===== src/rtl/cic3_sample_fifo_if.sv =====
// rtl/cic3_sample_fifo_if.sv - valid/ready read port of the decimated sample FIFO
// The master drives the head sample; the slave (readout/SPI side) drives rd_ready.
interface cic3_sample_fifo_if #(
    parameter int DATA_WIDTH = 16
);
    logic                  rd_valid;
    logic                  rd_ready;
    logic [DATA_WIDTH-1:0] rd_data;

    modport master (
        output rd_valid,
        output rd_data,
        input  rd_ready
    );

    modport slave (
        input  rd_valid,
        input  rd_data,
        output rd_ready
    );
endinterface


===== src/rtl/cic3_sample_fifo.sv =====
// rtl/cic3_sample_fifo.sv - CIC3 output capture, offset/scale/saturate, settle discard, sample FIFO
// Everything runs on the modulator clock; the CIC divided clock is only edge-detected.
module cic3_sample_fifo #(
    parameter int IN_WIDTH       = 25,
    parameter int OUT_WIDTH      = 16,
    parameter int FIFO_DEPTH     = 4,
    parameter int SETTLE_SAMPLES = 3
) (
    input  logic                          clk,
    input  logic                          reset_n,
    input  logic [IN_WIDTH-1:0]           cic_out_i,
    input  logic                          cic_div_clk_i,
    input  logic                          enable_i,
    input  logic [IN_WIDTH-1:0]           offset_i,
    input  logic                          overflow_clr_i,
    cic3_sample_fifo_if.master            rd,
    output logic [$clog2(FIFO_DEPTH):0]   fifo_count_o,
    output logic                          overflow_o,
    output logic                          sat_flag_o
);
    localparam int PW    = $clog2(FIFO_DEPTH);
    localparam int CW    = PW + 1;
    localparam int SHIFT = IN_WIDTH - OUT_WIDTH;
    localparam int SCW   = (SETTLE_SAMPLES < 2) ? 1 : $clog2(SETTLE_SAMPLES + 1);

    localparam logic signed [IN_WIDTH:0] MIDSCALE = {2'b01, {(IN_WIDTH-1){1'b0}}};
    localparam logic signed [IN_WIDTH:0] SAT_MAX  = {{(SHIFT+2){1'b0}}, {(OUT_WIDTH-1){1'b1}}};
    localparam logic signed [IN_WIDTH:0] SAT_MIN  = {{(SHIFT+2){1'b1}}, {(OUT_WIDTH-1){1'b0}}};
    localparam logic [SCW-1:0] SETTLE_LAST = SCW'((SETTLE_SAMPLES > 0) ? SETTLE_SAMPLES - 1 : 0);
    localparam logic [CW-1:0]  DEPTH_C     = CW'(FIFO_DEPTH);

    typedef enum logic [1:0] {S_IDLE, S_SETTLE, S_RUN} state_t;

    state_t                  state_q, state_d;
    logic [SCW-1:0]          settle_q, settle_d;
    logic                    d1_q, d2_q;
    logic                    fall;
    logic signed [IN_WIDTH:0] c_q, c_d;
    logic                    wr_pend_q;
    logic signed [IN_WIDTH:0] shifted;
    logic [OUT_WIDTH-1:0]    y;
    logic                    sat_hit;

    logic [OUT_WIDTH-1:0]    mem_q [FIFO_DEPTH];
    logic [PW-1:0]           wr_ptr_q, wr_ptr_d, rd_ptr_q, rd_ptr_d;
    logic [CW-1:0]           count_q, count_d;
    logic                    overflow_q, overflow_d, sat_q, sat_d;
    logic                    rd_valid, pop, full, wr_en, push;

    assign fall = d2_q & ~d1_q;

    // Midscale removal and offset subtraction in IN_WIDTH+1 bits cannot overflow.
    assign c_d = $signed({1'b0, cic_out_i}) - MIDSCALE - $signed({offset_i[IN_WIDTH-1], offset_i});

    always_comb begin
        state_d  = state_q;
        settle_d = settle_q;
        case (state_q)
            S_IDLE: begin
                settle_d = '0;
                if (enable_i) begin
                    state_d = (SETTLE_SAMPLES == 0) ? S_RUN : S_SETTLE;
                end
            end
            S_SETTLE: begin
                if (fall) begin
                    if (settle_q == SETTLE_LAST) begin
                        state_d  = S_RUN;
                        settle_d = '0;
                    end else begin
                        settle_d = settle_q + SCW'(1);
                    end
                end
            end
            S_RUN: begin
                settle_d = '0;
            end
            default: begin
                state_d = S_IDLE;
            end
        endcase
        if (!enable_i) begin
            state_d  = S_IDLE;
            settle_d = '0;
        end
    end

    always_ff @(posedge clk or negedge reset_n) begin
        if (!reset_n) begin
            state_q   <= S_IDLE;
            settle_q  <= '0;
            d1_q      <= 1'b0;
            d2_q      <= 1'b0;
            c_q       <= '0;
            wr_pend_q <= 1'b0;
        end else begin
            state_q   <= state_d;
            settle_q  <= settle_d;
            d1_q      <= cic_div_clk_i;
            d2_q      <= d1_q;
            wr_pend_q <= enable_i & fall & (state_q == S_RUN);
            if (fall && state_q != S_IDLE) begin
                c_q <= c_d;
            end
        end
    end

    always_comb begin
        shifted = c_q >>> SHIFT;
        sat_hit = 1'b0;
        y       = shifted[OUT_WIDTH-1:0];
        if (shifted > SAT_MAX) begin
            y       = SAT_MAX[OUT_WIDTH-1:0];
            sat_hit = 1'b1;
        end else if (shifted < SAT_MIN) begin
            y       = SAT_MIN[OUT_WIDTH-1:0];
            sat_hit = 1'b1;
        end
    end

    assign rd_valid = (count_q != '0);
    assign full     = (count_q == DEPTH_C);
    assign pop      = rd_valid & rd.rd_ready;
    assign wr_en    = wr_pend_q & enable_i;
    // A pop frees the slot in the same cycle, so a full FIFO still accepts.
    assign push     = wr_en & (~full | pop);

    always_comb begin
        wr_ptr_d   = wr_ptr_q;
        rd_ptr_d   = rd_ptr_q;
        count_d    = count_q;
        overflow_d = (wr_en & full & ~pop) | (overflow_q & ~overflow_clr_i);
        sat_d      = (wr_en & sat_hit) | (sat_q & ~overflow_clr_i);
        if (push) begin
            wr_ptr_d = wr_ptr_q + PW'(1);
        end
        if (pop) begin
            rd_ptr_d = rd_ptr_q + PW'(1);
        end
        case ({push, pop})
            2'b10:   count_d = count_q + CW'(1);
            2'b01:   count_d = count_q - CW'(1);
            default: count_d = count_q;
        endcase
        if (!enable_i) begin
            wr_ptr_d = '0;
            rd_ptr_d = '0;
            count_d  = '0;
        end
    end

    always_ff @(posedge clk or negedge reset_n) begin
        if (!reset_n) begin
            wr_ptr_q   <= '0;
            rd_ptr_q   <= '0;
            count_q    <= '0;
            overflow_q <= 1'b0;
            sat_q      <= 1'b0;
            for (int i = 0; i < FIFO_DEPTH; i++) begin
                mem_q[i] <= '0;
            end
        end else begin
            wr_ptr_q   <= wr_ptr_d;
            rd_ptr_q   <= rd_ptr_d;
            count_q    <= count_d;
            overflow_q <= overflow_d;
            sat_q      <= sat_d;
            if (push) begin
                mem_q[wr_ptr_q] <= y;
            end
        end
    end

    assign rd.rd_valid  = rd_valid;
    assign rd.rd_data   = rd_valid ? mem_q[rd_ptr_q] : '0;
    assign fifo_count_o = count_q;
    assign overflow_o   = overflow_q;
    assign sat_flag_o   = sat_q;
endmodule


===== src/flat_wrapper.sv =====
// flat-port wrapper written by rule: the top's interface ports become plain ports
module cic3_sample_fifo_flat 
#(
    parameter int IN_WIDTH       = 25,
    parameter int OUT_WIDTH      = 16,
    parameter int FIFO_DEPTH     = 4,
    parameter int SETTLE_SAMPLES = 3
)
  (clk, reset_n, cic_out_i, cic_div_clk_i, enable_i, offset_i, overflow_clr_i, fifo_count_o, overflow_o, sat_flag_o, rd_rd_valid, rd_rd_data, rd_rd_ready);
  cic3_sample_fifo_if #(.DATA_WIDTH((16))) rd_i ();
  input  logic clk;
  input  logic reset_n;
  input  logic [IN_WIDTH-1:0] cic_out_i;
  input  logic cic_div_clk_i;
  input  logic enable_i;
  input  logic [IN_WIDTH-1:0] offset_i;
  input  logic overflow_clr_i;
  output logic [$clog2(FIFO_DEPTH):0] fifo_count_o;
  output logic overflow_o;
  output logic sat_flag_o;
  output wire logic [$bits(rd_i.rd_valid)-1:0] rd_rd_valid;
  output wire logic [$bits(rd_i.rd_data)-1:0] rd_rd_data;
  input wire logic [$bits(rd_i.rd_ready)-1:0] rd_rd_ready;
  assign rd_rd_valid = rd_i.rd_valid;
  assign rd_rd_data = rd_i.rd_data;
  assign rd_i.rd_ready = rd_rd_ready;
  cic3_sample_fifo #(.IN_WIDTH(IN_WIDTH), .OUT_WIDTH(OUT_WIDTH), .FIFO_DEPTH(FIFO_DEPTH), .SETTLE_SAMPLES(SETTLE_SAMPLES)) u_core (.clk(clk), .reset_n(reset_n), .cic_out_i(cic_out_i), .cic_div_clk_i(cic_div_clk_i), .enable_i(enable_i), .offset_i(offset_i), .overflow_clr_i(overflow_clr_i), .rd(rd_i), .fifo_count_o(fifo_count_o), .overflow_o(overflow_o), .sat_flag_o(sat_flag_o));
endmodule

===== config.mk =====
export PLATFORM = sky130hd
export DESIGN_NAME = cic3_sample_fifo_flat
export DESIGN_NICKNAME = d
export VERILOG_FILES = /design/src/rtl/cic3_sample_fifo_if.sv /design/src/rtl/cic3_sample_fifo.sv /design/src/flat_wrapper.sv
export SDC_FILE = /design/constraint.sdc
export NUM_CORES = 1
export LEC_CHECK = 0
export CAP_MARGIN = 10
export CORE_UTILIZATION = 40
export CTS_BUF_LIST = sky130_fd_sc_hd__clkbuf_8
export DETAILED_ROUTE_END_ITERATION = 8
export GPL_TIMING_DRIVEN = 0
export PLACE_DENSITY = 0.61
export SLEW_MARGIN = 20
export SYNTH_ARGS = -nofsm -noshare
export SYNTH_HDL_FRONTEND = slang
export SYNTH_SLANG_ARGS = --single-unit

===== constraint.sdc =====
create_clock -name clk -period 8.2 [get_ports clk]
set_clock_uncertainty 0.2 [all_clocks]
set_input_delay 1.23 -clock clk [delete_from_list [all_inputs] [get_ports clk]]
set_output_delay 1.23 -clock clk [all_outputs]
set_load 0.02 [all_outputs]

After elaboration in Yosys (flattened, before gate mapping):

Cells that the tools add are included.

* reduce and logical (&&, ||, !) cells: 8
* add/subtract/negate cells: 7
* equality and inequality tests: 13
* magnitude comparators: 5
* mux-type cells: 25
* bitwise gates (word level): 20

Operators by type and width (count)
* two-way mux 16 bit: 6
* bitwise mux 64 bit: 1
* binary-select mux 16 bit (select 2 bit): 1
* demux 16 bit (select 2 bit): 1
* subtractor 25 x 25 -> 26 bit, second input constant: 1
* subtractor 26 x 25 -> 26 bit: 1
* two-way mux 2 bit: 10
* > comparator 17 x 16 -> 1 bit, second input constant: 1
* < comparator 17 x 16 -> 1 bit, second input constant: 1
* bitwise AND 1 bit: 11
* != test 3 x 2 -> 1 bit, second input constant: 3
* adder 2 x 1 -> 2 bit, second input constant: 3
* equality test 2 bit, second input constant: 3
* greater-or-equal comparator 3 bit, second input constant: 2
* inverter 2 -> 3 bit: 2
* case mux 2 bit (3 select lines): 1
* case mux 3 bit (2 select lines): 1
* equality test 2 x 1 -> 1 bit, second input constant: 2
* != test 2 x 1 -> 1 bit, second input constant: 2
* inverter 1 bit: 4
* case mux 2 bit (2 select lines): 1
* adder 3 x 1 -> 3 bit, second input constant: 1
* equality test 3 bit, second input constant: 1
* < comparator 3 x 1 -> 1 bit, second input constant: 1
* 13 further kinds: 17

* output and inout port bits: 22
* flip-flop bits (word level): 106
* word-level logic and storage cells: 93
* bits of input ports: 56

Logic depth before layout (Yosys ltp):

Gate-level depths: netlist of run 1.

* depth in word-level cells: 7
* gate-level depth with buffers: 11
* gate-level depth less buffers: 10

Least setup slack after synthesis of run 1:

No wires, ideal clock.

* path kind: input -> register
* from: in offset_i[11]
* to: reg u_core.c_q[24]
* stages: 11
* buffers on the path: 1
* arrival: 3.188 ns
* data required time: 7.874 ns
* path slack: 4.685 ns
* library setup time: 0.126 ns
* cells stage by stage: inv_1 > ha_1 > ha_1 > buf_2 > nand4_2 > nor3_2 > o31ai_2 > a2111oi_4 > o2111ai_2 > a32oi_1 > o21ai_1

* word-level cells in the longest chain between the ends: 1

RTL lines
* from (decl): RTL line flat_wrapper.sv:16 `input logic [IN_WIDTH-1:0] offset_i;`
* subtractor 26 x 25 -> 26 bit: RTL line cic3_sample_fifo.sv:53 `assign c_d = $signed({1'b0, cic_out_i}) - MIDSCALE - $signed({offset_i[IN_WIDTH-1], offset_i});`
* to (signal assigned): RTL line cic3_sample_fifo.sv:94 `c_q <= '0;`
* to (signal assigned): RTL line cic3_sample_fifo.sv:103 `c_q <= c_d;`
* to (decl): RTL line cic3_sample_fifo.sv:38 `logic signed [IN_WIDTH:0] c_q, c_d;`

Every way passes these cells.
A chain may end at the register's enable or synchronous reset.

Final worst setup path of run 1:

* from: reg u_core.rd_ptr_q[1]
* to: out rd_rd_data[11]

* word-level cells in the longest chain between the ends: 5

RTL lines
* from (decl): RTL line cic3_sample_fifo.sv:45 `logic [PW-1:0] wr_ptr_q, wr_ptr_d, rd_ptr_q, rd_ptr_d;`
* from (signal assigned): RTL line cic3_sample_fifo.sv:164 `rd_ptr_q <= rd_ptr_d;`
* inverter 2 -> 3 bit (not written as such): RTL line cic3_sample_fifo.sv:175 `assign rd.rd_data = rd_valid ? mem_q[rd_ptr_q] : '0;`
* binary-select mux 16 bit (select 2 bit): RTL line cic3_sample_fifo.sv:175
* two-way mux 16 bit (not written as such) (2 in series): RTL line cic3_sample_fifo.sv:175
* two-way mux 16 bit: RTL line cic3_sample_fifo.sv:175
* to (decl): RTL line flat_wrapper.sv:22 `output wire logic [$bits(rd_i.rd_data)-1:0] rd_rd_data;`

Every way passes these cells. The select of a mux whose other input is x is not followed.

==> results.rst, run 1 <==
.. list-table::
   :header-rows: 1

   * - Metric
     - Value
   * - Number of vias per cell after detailed routing
     - ~5.2
   * - Register cell area after layout
     - 2427 sq um
   * - Total chip power
     - 1.117 mW
   * - Ys flop type
     - sky130_fd_sc_hd__dfrtp_1
   * - Total routed wire length on the met1 layer
     - 6317 um
   * - Cell Rows
     - 44
   * - Die footprint
     - 15,360 sq um
   * - Antenna violation net count after detailed routing
     - 0
   * - Worst Setup Slack, final
     - 3.965 ns
   * - Setup Total Neg Slack
     - 0 ns
   * - Total count of hold-check failures in the final report
     - 0
   * - Setup repair after global routing missed its margin
     - no
   * - Worst Setup Slack post-DPL
     - slightly below 4 ns
   * - DPL Wire Length
     - 10,230 um
   * - Mapped Cells
     - 632
   * - Hold path startpoint
     - u_core.d1_q
   * - Setup bufs post-CTS
     - 0
   * - H-tree depth
     - 3
   * - Transition at the pin with the smallest max-transition slack
     - 0.6701 ns
   * - Sequential fraction of the synthesis area
     - 0.4082
   * - Cells resized by post-CTS repair
     - 0
   * - Routed WL per cell
     - 14.63 um
   * - Crit path launch type
     - flop
   * - Largest net degree at the start of global routing
     - 64
   * - Overflow after GRT
     - 0
   * - Arrival time of data at the critical path endpoint
     - 2.81 ns
   * - Total inserted antenna cells
     - 0
   * - Cell at the root of the clock tree
     - sky130_fd_sc_hd__clkbuf_8
   * - Average cell area after synthesis
     - 9.408 sq um
   * - Share of total power in combinational logic
     - 0.261
   * - Number of global-route vias before repair
     - 4,661
   * - Asr flop ratio synth
     - 1.000
   * - Starting DRT DRC Count
     - 176
   * - Syn nets
     - 740
   * - Post-synthesis register bit count
     - 97
   * - IO buf count
     - 77
   * - Die Span X
     - around 120 um
   * - Number of max-cap violations
     - 0
   * - 1st-pass router iterations
     - 5
   * - Clock transition at the registers of the reported paths
     - 0.09 ns
   * - Cell with the most instances after synthesis
     - sky130_fd_sc_hd__nand2_1
   * - Area growth from synthesis to layout
     - 20.62%
   * - Relative slew margins
     - 0.5533
   * - NetSw
     - 348.2 uW
   * - Standard cell core area
     - roughly 15,000 sq um
   * - Clock latency on the worst-skew pair
     - 0.36 ns
   * - Initial core utilization
     - 0.4091
   * - Pwr dens
     - roughly 160 nW/um^2
   * - Share of the clock period used by the worst path after layout
     - 0.5165
   * - Required time of the critical path
     - about 6.8 ns
   * - Run status
     - finished, final reports clean
   * - Area share of the largest cell type after synthesis
     - 0.4082
   * - Sum of routed wire length over all layers
     - 13,310 um
   * - Nature of the critical path endpoint
     - output pin
   * - Netlist area before placement
     - 5946 sq um
   * - Post-synth top area cell
     - sky130_fd_sc_hd__dfrtp_1
   * - Routed length on met3
     - roughly 480 um
   * - Path category of the worst min-delay check
     - reg -> reg
   * - Leakage power summed over all cells
     - approximately 3.2 nW
   * - Number of failing setup endpoints in the final timing report
     - 0
   * - Met2 WL post-DR
     - 6310 um
   * - Kind of critical path
     - reg -> out
   * - Worst setup slack for register-to-register paths
     - 5.22 ns
   * - Post-synth EDFFs
     - 0
   * - Max layer used
     - met4
   * - Height of the die
     - 123.9 um
   * - Most common library cells after synthesis
     - sky130_fd_sc_hd__nand2_1, sky130_fd_sc_hd__dfrtp_1, sky130_fd_sc_hd__o21ai_0
   * - Via count
     - 4,741
   * - Largest vdd supply drop
     - 0.00009976 V
   * - RD Place Congestion
     - between 0.8 and 0.9
   * - Part of the power in the clock network
     - 0.277
   * - Inserted Clock Buffers
     - 9
   * - Highest fanout seen on the critical path
     - 10
   * - CTS Sinks
     - 97
   * - Largest cells by area after synthesis
     - sky130_fd_sc_hd__dfrtp_1, sky130_fd_sc_hd__ha_1, sky130_fd_sc_hd__o21ai_0
   * - Fill cells
     - about 1.4k
   * - Maximum achievable frequency
     - 0.2361 GHz
   * - Post-detailed-route DRC marker count
     - 0
   * - Cts hold-fix bufs
     - 0
   * - GRT Resource Usage Total
     - 0.1903
   * - Number of warnings reported in the yosys synthesis log
     - 0
   * - Clock tree buffer depth
     - 2
   * - Post-route minimum period
     - 4.235 ns
   * - TritonCTS clock tree
     - yes
   * - Worst r2r src
     - u_core.fifo_count_o[0]
   * - Share of post-route cells with drive strength above 1
     - 0.07300
   * - Internal power
     - 768.4 uW
   * - Nets
     - between 800 and 900
   * - Net switching fraction of the power
     - 0.3119
   * - Initial antenna violation count
     - 0
   * - Number of distinct standard cells referenced by the synthesized netlist
     - 57
   * - Boundary pin count
     - 78
   * - Footprint of the multi-input gates
     - 3197 sq um
   * - Final count of pins violating max slew
     - 0
   * - First-pass GRT wire length
     - 22,580 um
   * - Critical Path Start
     - u_core.rd_ptr_q[1]
   * - Sequential power share
     - 0.462
[path summary, 6_finish.rpt]
| check | to | depth (start not counted) |
|---|---|---|
| setup / recovery | rd_rd_data[11] | 5 |
| hold / removal | u_core.d2_q | 0 |
| setup reg to reg | u_core.fifo_count_o[2] | 11 |
| hold reg to reg | u_core.d2_q | 0 |
| max in group asynchronous | u_core.mem_q[47] | 2 |
| min in group asynchronous | u_core.mem_q[62] | 1 |
[power by group through the flow]
stage	Combinational (mW)	Sequential (mW)	Clock, mW
5_1_grt	0.330	0.520	0.340
3_5_place_dp	0.292	0.526	0
6_report	0.292	0.516	0.309
2_1_floorplan	0.191	0.522	0
4_1_cts	0.294	0.516	0.317
3_3_place_gp	0.285	0.526	0
[flip-flops by register name (all words and copies together), names as in the netlist]
signal	cells
u_core.mem_q	64
u_core.c_q	17
u_core.fifo_count_o	3
u_core.rd_ptr_q	2
u_core.settle_q	2
u_core.state_q	2
u_core.wr_ptr_q	2
u_core.d1_q	1
u_core.d2_q	1
u_core.overflow_o	1
u_core.sat_flag_o	1
u_core.wr_pend_q	1
[layout by cell type (no fill, tap or decap), types with 16 or more instances in the layout]
cell and n:
sky130_fd_sc_hd__inv_1 50, sky130_fd_sc_hd__and2_1 20, sky130_fd_sc_hd__nor2_1 17, sky130_fd_sc_hd__nand2_1 101, sky130_fd_sc_hd__clkbuf_1 29, sky130_fd_sc_hd__a21oi_1 29
sky130_fd_sc_hd__dfrtp_1 97, sky130_fd_sc_hd__ha_1 51, sky130_fd_sc_hd__mux4_2 16, sky130_fd_sc_hd__o21ai_0 84, sky130_fd_sc_hd__clkdlybuf4s50_1 76
[critical path, stage by stage (launching register included)]
cell and delay (ns):
sky130_fd_sc_hd__dfrtp_1 0.33, sky130_fd_sc_hd__clkbuf_1 0.40, sky130_fd_sc_hd__buf_1 0.57, sky130_fd_sc_hd__mux4_2 0.43, sky130_fd_sc_hd__and2_1 0.18, sky130_fd_sc_hd__clkdlybuf4s50_1 0.53
[area by class of cell]
| cell class | count | area share |
|---|---|---|
| flip-flops and latches | 97 | 0.3385 |
| well taps | 184 | 0.03210 |
| inverters | 49 | 0.02565 |
| plain buffers | 35 | 0.01919 |
| repair buffers | 78 | 0.1115 |
| multi-input cells | 451 | 0.4457 |
| clock buffers | 10 | 0.01919 |
| clock inverters | 6 | 0.008200 |
[metrics by stage]
stage	cell area [sq um]	hold slack (ns)	utilization	cells
floorplan	5946	0.1456	-	632
global placement	6947	0.1556	0.4780	893
detailed placement	6975	0.1607	0.4799	894
CTS	7172	0.1856	0.4935	910
global route	7172	0.2049	0.4935	910
finish	7172	0.1840	0.4935	910
[layer usage]
layer | global-route usage | vias to the layer above
met5 | 0 | -
met4 | 0.05729 | 0
met3 | 0.02747 | 15
met2 | 0.3160 | 102
met1 | 0.2571 | 2238
li1 | - | 2386
[logic make-up (layout without fill, tap and decap cells)]
kind of cell,after synthesis,count (layout),synth area share
AND/OR/NAND/NOR,187,187,0.1477
AO/OA/AOI/OAI,160,160,0.1601
flip-flops,97,97,0.4082
buffers and inverters,84,178,0.05408
adder cells (fa/ha/maj),67,67,0.1359
multiplexers,22,22,0.07176
XOR/XNOR,15,15,0.02210
(Power assumes the default switching activity.)
==> run 2, diff against run 1 <==
Clock period 8.2 ns to 4.2 ns, I/O delays scaled along.
==> run 2 against run 1 <==
  * Final cell count up 0.11%
  * Worst hold slack worse by 0.0041 ns
  * Critical path depth unchanged
  * Register-to-register slack worse by 4.0 ns
  * Clock-buffer cell count unchanged
  * Die area unchanged
  * First-iteration DRC count up 21%
  * Combinational power up 96%
  * Critical endpoint unchanged
  * Largest cell class unchanged
==> results.rst, run 2 (synthesis gave the netlist of run 1 again) <==
.. list-table::
   :header-rows: 1

   * - Metric
     - Value
   * - Run status
     - finished, final reports clean
   * - Flip-flop count of the largest register after layout
     - 64 (unchanged)
   * - Cell Rows
     - 44 (unchanged)
   * - Height of the die
     - 123.9 um (unchanged)
   * - CTS Sinks
     - 97 (unchanged)
   * - Initial core utilization
     - 0.4091 (unchanged)
   * - Worst reg2reg path depth
     - 11 (unchanged)
   * - Die Span X
     - 123.9 um (unchanged)
   * - Largest vdd supply drop
     - 0.0001954 V (+96%)
   * - Standard cell core area
     - 14,530 sq um (unchanged)
   * - Path category of the worst min-delay check
     - reg -> reg
   * - Top register by number of flip-flops
     - u_core.mem_q
   * - Number of failing setup endpoints in the final timing report
     - 0 (unchanged)
   * - Boundary pin count
     - 78 (unchanged)
   * - Total inserted antenna cells
     - 0 (unchanged)
   * - Highest fanout seen on the critical path
     - 10 (unchanged)
   * - Final count of pins violating max slew
     - 0 (unchanged)
   * - TritonCTS clock tree
     - yes
   * - Pwr dens
     - 303.6 nW/um^2 (+95%)
   * - Starting DRT DRC Count
     - 213 (+21%)
   * - Die footprint
     - 15,360 sq um (unchanged)
   * - Total count of hold-check failures in the final report
     - 0 (unchanged)
   * - Cell-by-cell trace of the critical path
     - clkbuf_1, buf_1, mux4_2, and2_1, clkdlybuf4s50_1
   * - Initial antenna violation count
     - 0 (unchanged)
   * - Setup repair after global routing missed its margin
     - no
   * - CP max stage delay
     - 0.57 ns (about the same)
   * - Arrival time of data at the critical path endpoint
     - 2.80 ns (about the same)
   * - Maximum achievable frequency
     - 0.2757 GHz
   * - Required time of the critical path
     - 3.37 ns (-3.40 ns)
   * - Setup bufs post-CTS
     - 0 (unchanged)
   * - Number of global-route vias before repair
     - 4,661 (unchanged)
   * - Clock tree buffer depth
     - 2 (unchanged)
   * - Non-filler cells, final
     - 911 (+0.11%)
   * - GRT Resource Usage Total
     - 0.1903 (unchanged)
   * - Kind of critical path
     - reg -> out
   * - Nets
     - 830 (+0.12%)
   * - Transition at the pin with the smallest max-transition slack
     - 0.6685 ns (-0.001636 ns)
   * - Worst r2r src
     - u_core.fifo_count_o[0]
   * - Footprint of the multi-input gates
     - 3197 sq um (unchanged)
   * - Overflow after GRT
     - 0 (unchanged)
   * - Number of instances in the placed design
     - 894 (unchanged)
   * - IO buf count
     - 77 (unchanged)
   * - Antenna violation net count after detailed routing
     - 0 (unchanged)
   * - Commonest non-fill, non-tap cells in the layout
     - sky130_fd_sc_hd__nand2_1, sky130_fd_sc_hd__dfrtp_1, sky130_fd_sc_hd__o21ai_0, sky130_fd_sc_hd__clkdlybuf4s50_1, sky130_fd_sc_hd__ha_1
   * - Clock transition at the registers of the reported paths
     - 0.09 ns (about the same)
   * - Post-route minimum period
     - 3.627 ns
   * - Most frequent standard cell in the layout excluding fill and tap cells
     - sky130_fd_sc_hd__nand2_1
   * - Post-detailed-route DRC marker count
     - 0 (unchanged)
   * - Register cell area after layout
     - 2427 sq um (unchanged)
   * - Routed WL per cell
     - 14.62 um (about the same)
   * - Worst flop-to-flop path endpoint
     - u_core.fifo_count_o[2]
   * - Clock latency on the worst-skew pair
     - 0.36 ns (about the same)
   * - Share of post-route cells with drive strength above 1
     - 0.07290 (-0.0001004)
   * - Via count
     - 4,715 (-0.55%)
   * - Number of max-cap violations
     - 0 (unchanged)
   * - Critical path's slowest cell
     - sky130_fd_sc_hd__buf_1
   * - Worst setup slack for register-to-register paths
     - 1.22 ns (-4.00 ns)
   * - Fill cells
     - 1,447 (-0.069%)
   * - Share of the clock period used by the worst path after layout
     - 0.8637
   * - Cell at the root of the clock tree
     - sky130_fd_sc_hd__clkbuf_8
   * - H-tree depth
     - 3 (unchanged)
   * - Largest net degree at the start of global routing
     - 64 (unchanged)
   * - RD Place Congestion
     - 0.8253 (unchanged)
   * - DPL Wire Length
     - 10,230 um (unchanged)
   * - First-pass GRT wire length
     - 22,580 um (unchanged)
   * - Hold path startpoint
     - u_core.d1_q
   * - Area growth from synthesis to layout
     - 20.79%
   * - Nature of the critical path endpoint
     - output pin
   * - Leakage power summed over all cells
     - 3.188 nW (+0.13%)
   * - Relative slew margins
     - 0.5544 (+0.001091)
   * - Total chip power
     - 2.181 mW (+95%)
   * - Critical Path End
     - rd_rd_data[11]
   * - End-of-flow core utilization
     - 0.4941 (+0.0006890)
   * - 1st-pass router iterations
     - 5 (unchanged)
   * - Final hold slack
     - 0.1799 ns (-0.004131 ns)
   * - Crit path launch type
     - flop
   * - Sum of routed wire length over all layers
     - 13,320 um (about the same)
   * - Inserted Clock Buffers
     - 9 (unchanged)
   * - Number of vias per cell after detailed routing
     - 5.176 (-0.66%)
   * - Critical Path Start
     - u_core.rd_ptr_q[1]
[run 2: changes by cell type in the layout (fill, tap and decap cells not counted), sizes merged]
cell         before  now
dlygate4sd3       0    1
[run 2: critical path: cells and delay by family, from the launching register on]
| family | cells | cell delay [ns] |
|---|---|---|
| and+or+nand+nor | 1 | 0.18 |
| buffers and inverters | 3 | 1.50 |
| muxes | 1 | 0.43 |
| DFF | 1 | 0.33 |
[run 2: where the power goes]
| group | switching [mW] | internal, mW |
|---|---|---|
| combinational | 0.338 | 0.233 |
| clock | 0.315 | 0.287 |
| sequential | 0.0268 | 0.980 |
| total | 0.680 | 1.50 |
[run 2: worst min-delay path by stage]
stage,endpoint,slack (ns),depth (start not counted)
floorplan,u_core.c_q[10],0.13,0
global placement,u_core.d2_q,0.16,0
detailed placement,u_core.d2_q,0.16,0
CTS,u_core.d2_q,0.19,0
global route,u_core.d2_q,0.20,0
finish,u_core.d2_q,0.18,0
[run 2: area by class of cell]
type | count | area share
multi-input combinational | 451 | 0.4451
sequential | 97 | 0.3380
timing repair buffer | 79 | 0.1127
tap | 184 | 0.03206
inverter | 49 | 0.02561
clock buffer | 10 | 0.01916
buffer | 35 | 0.01916
clock inverter | 6 | 0.008188
[run 2: timing repair]
action,4_1_cts,5_1_grt
hold endpoints to repair,34,0
hold buffers,1,0
resized for setup,0,0
[run 2: through the flow]
stage	area, sq um	TNS (ns)	worst slack (ns)
after floorplan	5946	0	1.285
after global placement	6947	-111.13	-1.153
after detailed placement	6975	0	0.5393
after CTS	7182	0	0.5348
after global routing	7182	0	0.4143
final	7182	0	0.5727
[run 2: per-layer routing]
metal	part of all wire	global-route usage	wire [um]
met5	0	0	0
met4	0.015	0.05729	194
met3	0.036	0.02747	477
met1	0.47	0.2571	6325
met2	0.47	0.3160	6319
==> run 3, diff against run 2 <==
Settings changed: CORE_MARGIN from default to 10.
==> run 3 against run 2 <==
  * Register-to-register slack improved by 0.08 ns
  * Worst setup slack got worse by 0.026 ns
  * Fmax shrank 0.72%
  * Final area barely moved
  * Clock power grew 3%
  * Non-clock buffer count did not move
  * Via count is 2.2% higher
  * Sequential share of layout area about the same
  * Total power up 0.77%
  * Global-route usage decreased by 5.2 points
  * Core utilization about the same
==> results.rst, run 3 (synthesis gave the netlist of run 1 again) <==
.. list-table::
   :header-rows: 1

   * - Metric
     - Value
   * - Leakage power summed over all cells
     - 3.185 nW (about the same)
   * - Path category of the worst min-delay check
     - reg -> reg
   * - Number of vias per cell after detailed routing
     - 5.290 (+2.2%)
   * - Worst setup slack for register-to-register paths
     - 1.30 ns (+0.08 ns)
   * - Share of the clock period used by the worst path after layout
     - 0.8699 (+0.006243)
   * - Largest net degree at the start of global routing
     - 53 (-17%)
   * - Commonest non-fill, non-tap cells in the layout
     - sky130_fd_sc_hd__nand2_1, sky130_fd_sc_hd__dfrtp_1, sky130_fd_sc_hd__o21ai_0, sky130_fd_sc_hd__clkdlybuf4s50_1, sky130_fd_sc_hd__ha_1
   * - Number of failing setup endpoints in the final timing report
     - 0 (unchanged)
   * - Maximum achievable frequency
     - 0.2737 GHz (-0.72%)
   * - Antenna violation net count after detailed routing
     - 0 (unchanged)
   * - Setup repair after global routing missed its margin
     - no
   * - Post-detailed-route DRC marker count
     - 0 (unchanged)
   * - TritonCTS clock tree
     - yes
   * - Relative slew margins
     - 0.5364 (-0.01797)
   * - Crit path launch type
     - flop
   * - Routed WL per cell
     - 15.23 um (+4.2%)
   * - Total placed instance area
     - 6975 sq um (unchanged)
   * - Area growth from synthesis to layout
     - 20.85% (about the same)
   * - Arrival time of data at the critical path endpoint
     - 2.82 ns (+0.02 ns)
   * - Overflow after GRT
     - 0 (unchanged)
   * - IO buf count
     - 77 (unchanged)
   * - Die Span X
     - 141.9 um (+15%)
   * - Hold path startpoint
     - u_core.d1_q
   * - Number of global-route vias before repair
     - 4,778 (+2.5%)
   * - Largest vdd supply drop
     - 0.0001449 V (-26%)
   * - Number of max-cap violations
     - 0 (unchanged)
   * - Share of post-route cells with drive strength above 1
     - 0.07428 (+0.001376)
   * - Cell at the root of the clock tree
     - sky130_fd_sc_hd__clkbuf_8
   * - Highest fanout seen on the critical path
     - 10 (unchanged)
   * - Footprint of the multi-input gates
     - 3197 sq um (unchanged)
   * - CTS Sinks
     - 97 (unchanged)
   * - Setup bufs post-CTS
     - 0 (unchanged)
   * - Hold Path Stages
     - 0 (unchanged)
   * - Boundary pin count
     - 78 (unchanged)
   * - Clock transition at the registers of the reported paths
     - 0.09 ns (about the same)
   * - Nets
     - 830 (unchanged)
   * - Post-route minimum period
     - 3.654 ns (+0.02622 ns)
   * - Height of the die
     - 141.9 um (+15%)
   * - Total inserted antenna cells
     - 0 (unchanged)
   * - Clock latency on the worst-skew pair
     - 0.37 ns (about the same)
   * - GRT Resource Usage Total
     - 0.1385 (-0.05176)
   * - Transition at the pin with the smallest max-transition slack
     - 0.6954 ns (+0.02696 ns)
   * - RD Place Congestion
     - 0.8339 (+1.0%)
   * - Hold path endpoint
     - u_core.d2_q
   * - Initial antenna violation count
     - 0 (unchanged)
   * - Register cell area after layout
     - 2427 sq um (unchanged)
   * - Initial core utilization
     - 0.4091 (unchanged)
   * - Run status
     - finished, final reports clean
   * - Pwr dens
     - 305.8 nW/um^2 (+0.72%)
   * - Worst flop-to-flop path endpoint
     - u_core.fifo_count_o[2]
   * - Sum of routed wire length over all layers
     - 13,880 um (+4.2%)
   * - First-pass GRT wire length
     - 23,220 um (+2.8%)
   * - Total count of hold-check failures in the final report
     - 0 (unchanged)
   * - DPL Wire Length
     - 10,850 um (+6.0%)
   * - 1st-pass router iterations
     - 5 (unchanged)
   * - Required time of the critical path
     - 3.37 ns (about the same)
   * - Clock tree buffer depth
     - 2 (unchanged)
   * - Inserted Clock Buffers
     - 9 (unchanged)
   * - Fill cells
     - 1,407 (-2.8%)
   * - Cell Rows
     - 44 (unchanged)
   * - End-of-flow core utilization
     - 0.4944 (about the same)
   * - Most frequent standard cell in the layout excluding fill and tap cells
     - sky130_fd_sc_hd__nand2_1
   * - Die footprint
     - 20,140 sq um (+31%)
   * - Post-layout instance area
     - 7186 sq um (about the same)
   * - Nature of the critical path endpoint
     - output pin
   * - Worst r2r src
     - u_core.fifo_count_o[0]
   * - H-tree depth
     - 3 (unchanged)
   * - Top register by number of flip-flops
     - u_core.mem_q
   * - Starting DRT DRC Count
     - 325 (+53%)
   * - Worst reg2reg path depth
     - 11 (unchanged)
   * - Final count of pins violating max slew
     - 0 (unchanged)
   * - Flip-flop count of the largest register after layout
     - 64 (unchanged)
   * - Via count
     - 4,819 (+2.2%)
   * - Kind of critical path
     - reg -> out
   * - Standard cell core area
     - 14,530 sq um (unchanged)
-- run 3: power by group --
| part | internal, mW | total, mW | switching (mW) | leakage (nW) |
|---|---|---|---|---|
| combinational | 0.233 | 0.568 | 0.335 | 1.77 |
| sequential | 0.980 | 1.01 | 0.0280 | 1.32 |
| clock | 0.280 | 0.621 | 0.341 | 0.0966 |
-- run 3: worst max-delay path, stage by stage (launching register included) --
cell and delay [ns]:
sky130_fd_sc_hd__dfrtp_1 0.33, sky130_fd_sc_hd__clkbuf_1 0.39, sky130_fd_sc_hd__buf_1 0.59, sky130_fd_sc_hd__mux4_2 0.43, sky130_fd_sc_hd__and2_1 0.18, sky130_fd_sc_hd__clkdlybuf4s50_1 0.53
-- run 3: timing repair --
action	4_1_cts	5_1_grt
resized for setup	0	0
hold endpoints to repair	45	0
hold buffers	1	0
-- run 3: layer usage --
| layer | global-route usage | part of all wire |
|---|---|---|
| met1 | 0.1826 | 0.47 |
| met4 | 0.04572 | 0.013 |
| met5 | 0 | 0 |
| met3 | 0.02570 | 0.047 |
| met2 | 0.2243 | 0.47 |
-- run 3: metrics by stage --
stage | hold slack [ns] | power, mW | setup WS (ns) | cells | setup TNS (ns)
after floorplan | 0.1344 | 1.392 | 1.285 | 632 | 0
after global placement | 0.1562 | 1.582 | -1.207 | 893 | -116.41
after detailed placement | 0.1607 | 1.594 | 0.5318 | 894 | 0
after CTS | 0.1860 | 2.219 | 0.5285 | 911 | 0
after global routing | 0.2145 | 2.326 | 0.4490 | 911 | 0
final | 0.1814 | 2.198 | 0.5464 | 911 | 0
-- run 3: how the worst max path moves through the flow --
| stage | from | end | slack, ns |
|---|---|---|---|
| 2_1_floorplan | offset_i[11] | u_core.c_q[24] | 1.29 |
| 3_3_place_gp | reset_n | u_core.d2_q | -1.21 |
| 3_5_place_dp | offset_i[6] | u_core.c_q[16] | 0.53 |
| 4_1_cts | u_core.rd_ptr_q[1] | rd_rd_data[10] | 0.53 |
| 5_1_grt | u_core.rd_ptr_q[1] | rd_rd_data[9] | 0.45 |
| 6_report | u_core.rd_ptr_q[1] | rd_rd_data[10] | 0.55 |
-- run 3: final cells by class --
type | count | share of cell area
Buffer | 35 | 0.01915
Clock buffer | 9 | 0.01724
Clock inverter | 7 | 0.01062
Inverter | 49 | 0.02560
Multi-Input combinational cell | 451 | 0.4449
Sequential cell | 97 | 0.3378
Tap cell | 184 | 0.03204
Timing Repair Buffer | 79 | 0.1127
